--- config.mk ---
export PLATFORM = sky130hd
export DESIGN_NAME = dma_burst_scheduler
export DESIGN_NICKNAME = d
export VERILOG_FILES = /design/src/rtl/dma_burst_scheduler.sv
export SDC_FILE = /design/constraint.sdc
export NUM_CORES = 1
export LEC_CHECK = 0
export BUFFER_PORTS_ARGS = -buffer_cell sky130_fd_sc_hd__clkbuf_2
export CORE_ASPECT_RATIO = 0.7
export CORE_UTILIZATION = 45
export DETAILED_ROUTE_END_ITERATION = 12
export PLACE_DENSITY = 0.71
export SETUP_SLACK_MARGIN = 0.4
export SYNTH_ARGS = -nofsm -noshare
export SYNTH_HDL_FRONTEND = slang
export SYNTH_SLANG_ARGS = --single-unit
export TNS_END_PERCENT = 1
--- constraint.sdc ---
create_clock -name clk -period 11.33 [get_ports clk]
set_clock_uncertainty 0.15 [all_clocks]
set_input_delay 2.266 -clock clk [delete_from_list [all_inputs] [get_ports clk]]
set_output_delay 2.266 -clock clk [all_outputs]
set_load 0.01 [all_outputs]
--- src/rtl/dma_burst_scheduler.sv ---
// dma_burst_scheduler
// Round-robin arbiter that owns the single AXI burst engine on behalf of the
// IFM-read, weight-read and OFM-write requesters. Each accepted transfer is
// cut into bursts of at most MAX_BURST beats that never cross a BOUNDARY-byte
// line, and exactly one burst is in flight at a time.
//
// Optional build macro: DMA_SCHED_WATCHDOG_EN
//   Adds a per-command watchdog. Time spent in ISSUE or WAIT is counted and,
//   after TIMEOUT_CYCLES, the transfer is abandoned (no req_done) and the
//   sticky err flag is raised. Without the macro err is tied to 0 and the
//   block waits for cmd_ready / burst_done indefinitely.
//
// Handshake semantics: a command transfers on a cycle where cmd_valid and
// cmd_ready are both high; once cmd_valid rises, cmd_addr/cmd_len/cmd_write/
// cmd_id stay constant and cmd_valid stays high until that transfer cycle.
// A request transfers on a cycle where req_valid[i] and req_ready[i] are
// high; req_ready is a one-hot, IDLE-only, single-cycle grant.
module dma_burst_scheduler #(
    parameter int NUM_REQ        = 3,
    parameter int ADDR_WIDTH     = 32,
    parameter int LEN_WIDTH      = 16,
    parameter int MAX_BURST      = 256,
    parameter int BEAT_BYTES     = 16,
    parameter int BOUNDARY       = 4096,
    parameter int TIMEOUT_CYCLES = 65535,
    parameter int ID_W           = (NUM_REQ > 1) ? $clog2(NUM_REQ) : 1
) (
    input  logic                          clk,
    input  logic                          rst,
    input  logic [NUM_REQ-1:0]            req_valid,
    output logic [NUM_REQ-1:0]            req_ready,
    input  logic [NUM_REQ*ADDR_WIDTH-1:0] req_addr,
    input  logic [NUM_REQ*LEN_WIDTH-1:0]  req_beats,
    input  logic [NUM_REQ-1:0]            req_write,
    output logic [NUM_REQ-1:0]            req_done,
    output logic                          cmd_valid,
    input  logic                          cmd_ready,
    output logic [ADDR_WIDTH-1:0]         cmd_addr,
    output logic [7:0]                    cmd_len,
    output logic                          cmd_write,
    output logic [ID_W-1:0]               cmd_id,
    input  logic                          burst_done,
    output logic                          busy,
    output logic                          err,
    output logic [1:0]                    dbg_state
);

    localparam int BYTE_SH   = $clog2(BEAT_BYTES);
    localparam int BND_SH    = $clog2(BOUNDARY);
    localparam int BND_BEATS = BOUNDARY / BEAT_BYTES;
    localparam int BLEN_MAX  = (MAX_BURST > BND_BEATS) ? MAX_BURST : BND_BEATS;
    localparam int BLEN_W    = $clog2(BLEN_MAX + 1);
    localparam logic [ADDR_WIDTH-1:0] ADDR_MASK = ~ADDR_WIDTH'(BEAT_BYTES - 1);

    localparam logic [1:0] S_IDLE  = 2'd0;
    localparam logic [1:0] S_CALC  = 2'd1;
    localparam logic [1:0] S_ISSUE = 2'd2;
    localparam logic [1:0] S_WAIT  = 2'd3;

    logic [1:0]            r_state;
    logic [1:0]            w_next_state;
    logic [ID_W-1:0]       r_ptr;
    logic [ADDR_WIDTH-1:0] r_addr;
    logic [LEN_WIDTH-1:0]  r_rem;
    logic [BLEN_W-1:0]     r_blen;
    logic                  r_write;
    logic [ID_W-1:0]       r_id;
    logic [ADDR_WIDTH-1:0] r_cmd_addr;
    logic [7:0]            r_cmd_len;
    logic [NUM_REQ-1:0]    r_done;

    logic                  w_grant_vld;
    logic [ID_W-1:0]       w_grant_id;
    logic [NUM_REQ-1:0]    w_grant_onehot;
    logic [ADDR_WIDTH-1:0] w_sel_addr;
    logic [LEN_WIDTH-1:0]  w_sel_beats;
    logic [BLEN_W-1:0]     w_to_bnd;
    logic [BLEN_W-1:0]     w_cap;
    logic [BLEN_W-1:0]     w_blen;
    logic [ADDR_WIDTH-1:0] w_next_addr;
    logic [LEN_WIDTH-1:0]  w_next_rem;
    logic                  w_timeout;

    // Requester index reached k steps after p, wrapping modulo NUM_REQ.
    function automatic logic [ID_W-1:0] rr_idx(input logic [ID_W-1:0] p, input int k);
        int s;
        s = int'(p) + k;
        if (s >= NUM_REQ) s = s - NUM_REQ;
        return ID_W'(s);
    endfunction

    // Round-robin search: first asserted request at or after the pointer.
    always_comb begin
        w_grant_vld = 1'b0;
        w_grant_id  = '0;
        for (int k = NUM_REQ - 1; k >= 0; k--) begin
            if (req_valid[rr_idx(r_ptr, k)]) begin
                w_grant_vld = 1'b1;
                w_grant_id  = rr_idx(r_ptr, k);
            end
        end
    end

    assign w_grant_onehot = NUM_REQ'(1) << w_grant_id;
    assign w_sel_addr     = req_addr[w_grant_id*ADDR_WIDTH +: ADDR_WIDTH];
    assign w_sel_beats    = req_beats[w_grant_id*LEN_WIDTH +: LEN_WIDTH];

    // Burst sizing: the shortest of what is left, the AXI cap and the beats
    // remaining before the next boundary line.
    assign w_to_bnd    = BLEN_W'(BND_BEATS) - BLEN_W'(r_addr[BND_SH-1:BYTE_SH]);
    assign w_cap       = (BLEN_W'(MAX_BURST) < w_to_bnd) ? BLEN_W'(MAX_BURST) : w_to_bnd;
    assign w_blen      = (r_rem < LEN_WIDTH'(w_cap)) ? BLEN_W'(r_rem) : w_cap;
    assign w_next_addr = r_addr + (ADDR_WIDTH'(r_blen) << BYTE_SH);
    assign w_next_rem  = r_rem - LEN_WIDTH'(r_blen);

    // Next-state decision; a completed handshake or burst wins over a timeout.
    always_comb begin
        w_next_state = r_state;
        case (r_state)
            S_IDLE: begin
                if (w_grant_vld)
                    w_next_state = (w_sel_beats == '0) ? S_IDLE : S_CALC;
            end
            S_CALC: w_next_state = S_ISSUE;
            S_ISSUE: begin
                if (cmd_ready)
                    w_next_state = S_WAIT;
                else if (w_timeout)
                    w_next_state = S_IDLE;
            end
            S_WAIT: begin
                if (burst_done)
                    w_next_state = (w_next_rem == '0) ? S_IDLE : S_CALC;
                else if (w_timeout)
                    w_next_state = S_IDLE;
            end
            default: w_next_state = S_IDLE;
        endcase
    end

    // State register plus transfer bookkeeping and the req_done pulse.
    always_ff @(posedge clk or posedge rst) begin
        if (rst) begin
            r_state    <= S_IDLE;
            r_ptr      <= '0;
            r_addr     <= '0;
            r_rem      <= '0;
            r_blen     <= '0;
            r_write    <= 1'b0;
            r_id       <= '0;
            r_cmd_addr <= '0;
            r_cmd_len  <= '0;
            r_done     <= '0;
        end else begin
            r_state <= w_next_state;
            r_done  <= '0;
            case (r_state)
                S_IDLE: begin
                    if (w_grant_vld) begin
                        r_ptr   <= rr_idx(w_grant_id, 1);
                        r_addr  <= w_sel_addr & ADDR_MASK;
                        r_rem   <= w_sel_beats;
                        r_write <= req_write[w_grant_id];
                        r_id    <= w_grant_id;
                        if (w_sel_beats == '0)
                            r_done <= w_grant_onehot;
                    end
                end
                S_CALC: begin
                    r_blen     <= w_blen;
                    r_cmd_addr <= r_addr;
                    r_cmd_len  <= 8'(w_blen - BLEN_W'(1));
                end
                S_WAIT: begin
                    if (burst_done) begin
                        r_addr <= w_next_addr;
                        r_rem  <= w_next_rem;
                        if (w_next_rem == '0)
                            r_done <= NUM_REQ'(1) << r_id;
                    end
                end
                default: ;
            endcase
        end
    end

`ifdef DMA_SCHED_WATCHDOG_EN
    localparam int WD_W = $clog2(TIMEOUT_CYCLES + 1);

    logic [WD_W-1:0] r_wd_cnt;
    logic            r_err;

    assign w_timeout = ((r_state == S_ISSUE) || (r_state == S_WAIT)) &&
                       (r_wd_cnt == WD_W'(TIMEOUT_CYCLES - 1));

    // Watchdog: restart on every entry to ISSUE/WAIT, count while there.
    always_ff @(posedge clk or posedge rst) begin
        if (rst) begin
            r_wd_cnt <= '0;
            r_err    <= 1'b0;
        end else begin
            if (w_next_state != r_state)
                r_wd_cnt <= '0;
            else if ((r_state == S_ISSUE) || (r_state == S_WAIT))
                r_wd_cnt <= r_wd_cnt + WD_W'(1);
            if (w_timeout && (w_next_state == S_IDLE))
                r_err <= 1'b1;
        end
    end

    assign err = r_err;
`else
    assign w_timeout = 1'b0;
    assign err       = 1'b0;
`endif

    // Outputs; the grant is gated by rst so every output reads 0 in reset.
    assign req_ready = ((r_state == S_IDLE) && w_grant_vld && !rst) ? w_grant_onehot : '0;
    assign req_done  = r_done;
    assign cmd_valid = (r_state == S_ISSUE);
    assign cmd_addr  = r_cmd_addr;
    assign cmd_len   = r_cmd_len;
    assign cmd_write = r_write;
    assign cmd_id    = r_id;
    assign busy      = (r_state != S_IDLE);
    assign dbg_state = r_state;

endmodule

== Word level (Yosys, flattened, before mapping) ==
Index checks and enable logic that the tools add are counted.
Cells by class
  order comparisons: 10
  add/subtract/negate cells: 11
  reduce and logical (&&, ||, !) cells: 11
  mux-type cells: 38
  eq/ne operators: 6
  shifts and indexed selects: 4
Operators by type and width (count)
  $shiftx 96x8->32: 1
  $mux 32: 2
  $pmux 32 s2: 1
  $shiftx 48x7->16: 1
  $add 32x13->32: 1
  $logic_not 16->1: 2
  $mux 16: 2
  $pmux 16 s2: 1
  $mux 2: 10
  $mux 9: 2
  $lt 16x9->1: 1
  $sub 16x9->16: 1
  $mux 3: 5
  $lt 2x3->1 const B: 4
  $ge 3x2->1 const B: 3
  $lt 9x9->1 const A: 1
  $mux 1: 9
  $sub 9x8->9 const A: 1
  $bmux 1 s2: 4
  $pmux 2 s4: 1
  $sub 2x2->2 const B: 4
  $sub 8x1->8 const B: 1
  $add 2x1->3 const B: 2
  $pmux 3 s2: 1
  other kinds (13): 19
Storage, ports and cells
  register bits after elaboration: 107
  bits of input ports: 154
  word-level logic and storage cells: 90
  output and inout port bits: 54

== Logic depth before layout (Yosys ltp) ==
  depth in word-level cells: 13
  mapped depth: 21
  gate-level depth less buffers: 20

== Worst setup path after synthesis ==
Ideal clock, no wire load.
  kind: in2out
  from: input port rst
  to: output port req_ready[1]
  path buffers: 0
  setup slack: 4115 ps
  required time: 8914 ps
  arrival time: 4799 ps
  stages on the path: 2
  cells stage by stage: inv_1 -> and3_1
Between the ends
  word-level cells in the longest chain between the ends: 3
Ends and longest elaborated chain
  from (decl): line 29  | input logic rst,
  $logic_not 1->1: line 218  | assign req_ready = ((r_state == S_IDLE) && w_grant_vld && !rst) ? w_grant_onehot : '0;
  $logic_and 1x1->1: line 218
  $mux 3: line 218
  to (decl): line 31  | output logic [NUM_REQ-1:0] req_ready,
Every way passes these cells.

== Worst setup path in the final report ==
  from: input port req_valid[0]
  to: output port req_ready[2]
Between the ends
  word-level cells in the longest chain between the ends: 8
  elaborated cells between the ends (all ways): 16
  classes of those cells: shift (1); mux (13); reduce/logical (2)
Ends and longest elaborated chain
  from (decl): line 30  | input logic [NUM_REQ-1:0] req_valid,
  $bmux 1 s2: line 97  | if (req_valid[rr_idx(r_ptr, k)]) begin
  $mux 1 (implied by the code): line 97
  $mux 1 (3 in series): line 97
  $logic_and 1x1->1 (2 in series): line 218
  $mux 3 *: line 218
Every way passes the cells marked *; elsewhere a longest branch is shown, timed or not. The select of a mux whose other input is x is not followed.

==> flow_summary_export.csv <==
group,metric,value,unit
worst_setup_path,r2r_cells,18,
grt,grt_start_max_net_pins,73,
grt,overflow,0,
die,die_w,156,um
logic_synthesis,synthTopCellsByArea,"dfrtp_1 33%, ha_1 6.3%, nand2_1 6.2%, mux2_2 5.4%, nor2_1 4.8%",
sta,min_period_over_period,0.634,
power,p_clk_frac,0.102,
logic_synthesis,netlist_area,7500,um2
grt,antenna_found_initial,0,
power,irDropWorstVdd,0.000244,V
clocking,root_buffer,"clkbuf_16",
final_layout,fin_nets,1281,
sta,setup-tns-final,0,ns
die,pin_count,208,
grt,grt_pass1_vias,6290,
logic_synthesis,yosys.area.top_type_share,0.330,
routing,vias,7443,
clocking,htreeDepth,3,
grt,use_met3,0.0504,
power,p_per_area,346,nW/um2
grt,grtUsageTotal,0.250,
die,core_area,16300,um2
routing,drtIter0Drc,576,
final_layout,layout_commonest_cell,"clkbuf_2",
final_layout,num_antenna_cells,0,
die,rows,39,
logic_synthesis,ys_types,71,
routing,drcViolationCount,0,
power,p_leak,4.10,nW
worst_setup_path,arrival,4.76,ns
clocking,clockBufferDepth,2,
logic_synthesis,ys_seq_area_frac,0.330,
sta,slew_viol_final,0,
sta,maxSlewHeadroom,0.300,
power,intPower,1.51,mW
die,die_h,110,um
grt,busiest_layer,"met1",
routing,ant_nets,0,
logic_synthesis,ys.flop_type,"dfrtp_1",
final_layout,mostFrequentLayoutCells,"190 x clkbuf_2, 124 x nand2_1, 99 x dfrtp_1, 95 x nor2_1, 71 x a21oi_1",
logic_synthesis,async_flop_share,1.00,
grt,grt_pass1_wl,33.6,mm
sta,hold_violations,0,
clocking,insertion_delay,0.35,ns
routing,via_per_inst,5.65,
worst_setup_path,crit_type,"input port to output port",
job,drv_cap,0,
worst_setup_path,required,8.91,ns
routing,drt_wl_total,21.5,mm
power,comb_power_share,0.656,
worst_setup_path,rrSetupSlack,6.09,ns
placed_design,dpl.hpwl,15.9,mm
logic_synthesis,synth_top_area_cell,"dfrtp_1",
sta,fmax,0.139,GHz
status,status,"finished clean",
logic_synthesis,yosysWarnings,0,
worst_setup_path,cp-end-kind,"output port",
logic_synthesis,synth_enable_flop_cells,0,
clocking,clkSlewWorstSetupHoldPaths,0.08,ns
grt,grtUsageMet1,0.387,
power,power.share.sequential,0.242,
sta,holdWs,0.357,ns
placed_design,port-buffer-count,190,
clocking,cts_setup_buffers,0,
routing,wire_per_inst,16.3,um
die,start_util,0.460,
sta,worst_pin_slew,1.05,ns
final_layout,area_delta_synth_final,18.5,%
clocking,cts_hold_buf,0,
final_layout,drive_gt1_frac,0.250,
logic_synthesis,synth-seq-cells,99,
die,dieArea,17200,um2
power,swShare,0.509,
clocking,cts_resized,0,
clocking,cts_sinks,99,
logic_synthesis,syn_area_per_cell,8.02,um2
sta,period_minus_slack,7.18,ns
routing,firstDrtPassIters,4,
sta,rsz0062_at_grt,"false",
clocking,cts_buffers,9,
min_path,hold_path.class,"flip-flop to flip-flop",
logic_synthesis,synth_cells,935,
power,p_sw,1.57,mW
power,total_power,3.08,mW
clocking,cts_tree,"built",
placed_design,gp_congestion,0.914,
worst_setup_path,worst_setup_path_start_kind,"input port",
grt,use_met2,0.356,
worst_setup_path,critPathMaxFanout,31,
sta,setup_violations,0,
min_path,whs_path_depth,2,
==> final timing paths <==
kind | startpoint | to
worst max-delay path | req_valid[0] | req_ready[2]
worst min-delay path | cmd_write | cmd_write
worst max register to register | r_addr[4] | cmd_len[6]
worst min register to register | cmd_write | cmd_write
max in group asynchronous | rst | r_blen[5]
min in group asynchronous | rst | req_done[1]
==> sequential cells by signal (all words and copies together), names as in the netlist <==
signal,count
cmd_addr,28
cmd_id,2
cmd_len,8
cmd_write,1
dbg_state,2
r_addr,28
r_blen,9
r_ptr,2
r_rem,16
req_done,3
==> synth_stat cells (2+ instances only) <==
cell,number
xnor2_1,17
o21a_1,11
nor2b_1,5
nor3_1,15
clkbuf_1,45
inv_1,49
or2_2,5
o22a_1,4
nor2_1,96
a2111o_1,2
nor4_1,10
buf_4,5
nand4_1,7
fa_1,2
o21ai_1,5
a41o_1,2
a31oi_1,50
o31ai_1,6
buf_1,7
a41oi_1,3
mux2i_1,21
o31a_1,4
a2bb2oi_1,2
a21boi_0,2
o22ai_1,17
o211ai_1,5
o21bai_1,2
and2_1,3
and3_1,6
o21ai_0,55
a21o_1,6
mux2_2,36
or3_1,6
a211oi_1,15
ha_1,38
dfrtp_1,99
nand2_1,124
a21oi_1,71
a311oi_1,9
nand2b_1,3
buf_2,3
xor2_1,4
nand3_1,30
==> critical path, stage by stage <==
cell and delay [ns]:
clkbuf_2 0.10, or3b_2 0.47, o21ai_1 0.53, nor2_2 0.03
buf_4 0.27, inv_2 0.46, ha_1 0.24, inv_1 0.05
nor3_1 0.18, clkbuf_2 0.16
==> stage by stage <==
stage | cell area, um2 | setup slack (ns) | util | instances
4_1_cts | 8890 | 4.17 | 0.545 | 1317
5_1_grt | 8890 | 3.84 | 0.545 | 1317
3_5_place_dp | 8600 | 4.18 | 0.527 | 1301
3_3_place_gp | 8600 | 4.15 | 0.527 | 1301
2_1_floorplan | 7510 | 4.11 | - | 939
6_report | 8890 | 4.15 | 0.545 | 1317
==> power groups by stage <==
stage               Combinational [mW]  Sequential [mW]  Clock, mW
floorplan                         1.51            0.701          0
global placement                  1.95            0.740          0
detailed placement                1.99            0.746          0
CTS                               2.00            0.740      0.317
global route                      2.25            0.770      0.332
finish                            2.02            0.747      0.313
==> cell type report <==
cell class / instances / area [um2]
fill: 1627 / 7410
multi-input combinational: 730 / 4640
clock inverter: 6 / 55.1
sequential: 99 / 2480
inverter: 50 / 190
tap: 225 / 282
clock buffer: 10 / 239
timing repair buffer: 197 / 1000
==> logic make-up after synthesis <==
kind of cell,Yosys count,share of synthesized area
and+or+nand+nor,323,0.196
AOI/OAI and AO/OA,283,0.239
buffers and inverters,110,0.0581
DFF,99,0.330
muxes,57,0.0821
adders and majority gates,41,0.0701
xor gates and xnor gates,21,0.0245
other,1,0.000500
==> layer usage <==
| metal | up-vias | share of wire |
|---|---|---|
| met1 | 3451 | 0.51 |
| li1 | 3685 | - |
| met5 | - | 0 |
| met4 | 0 | 0.0086 |
| met3 | 16 | 0.074 |
| met2 | 291 | 0.41 |
(Power assumes the default switching activity.)
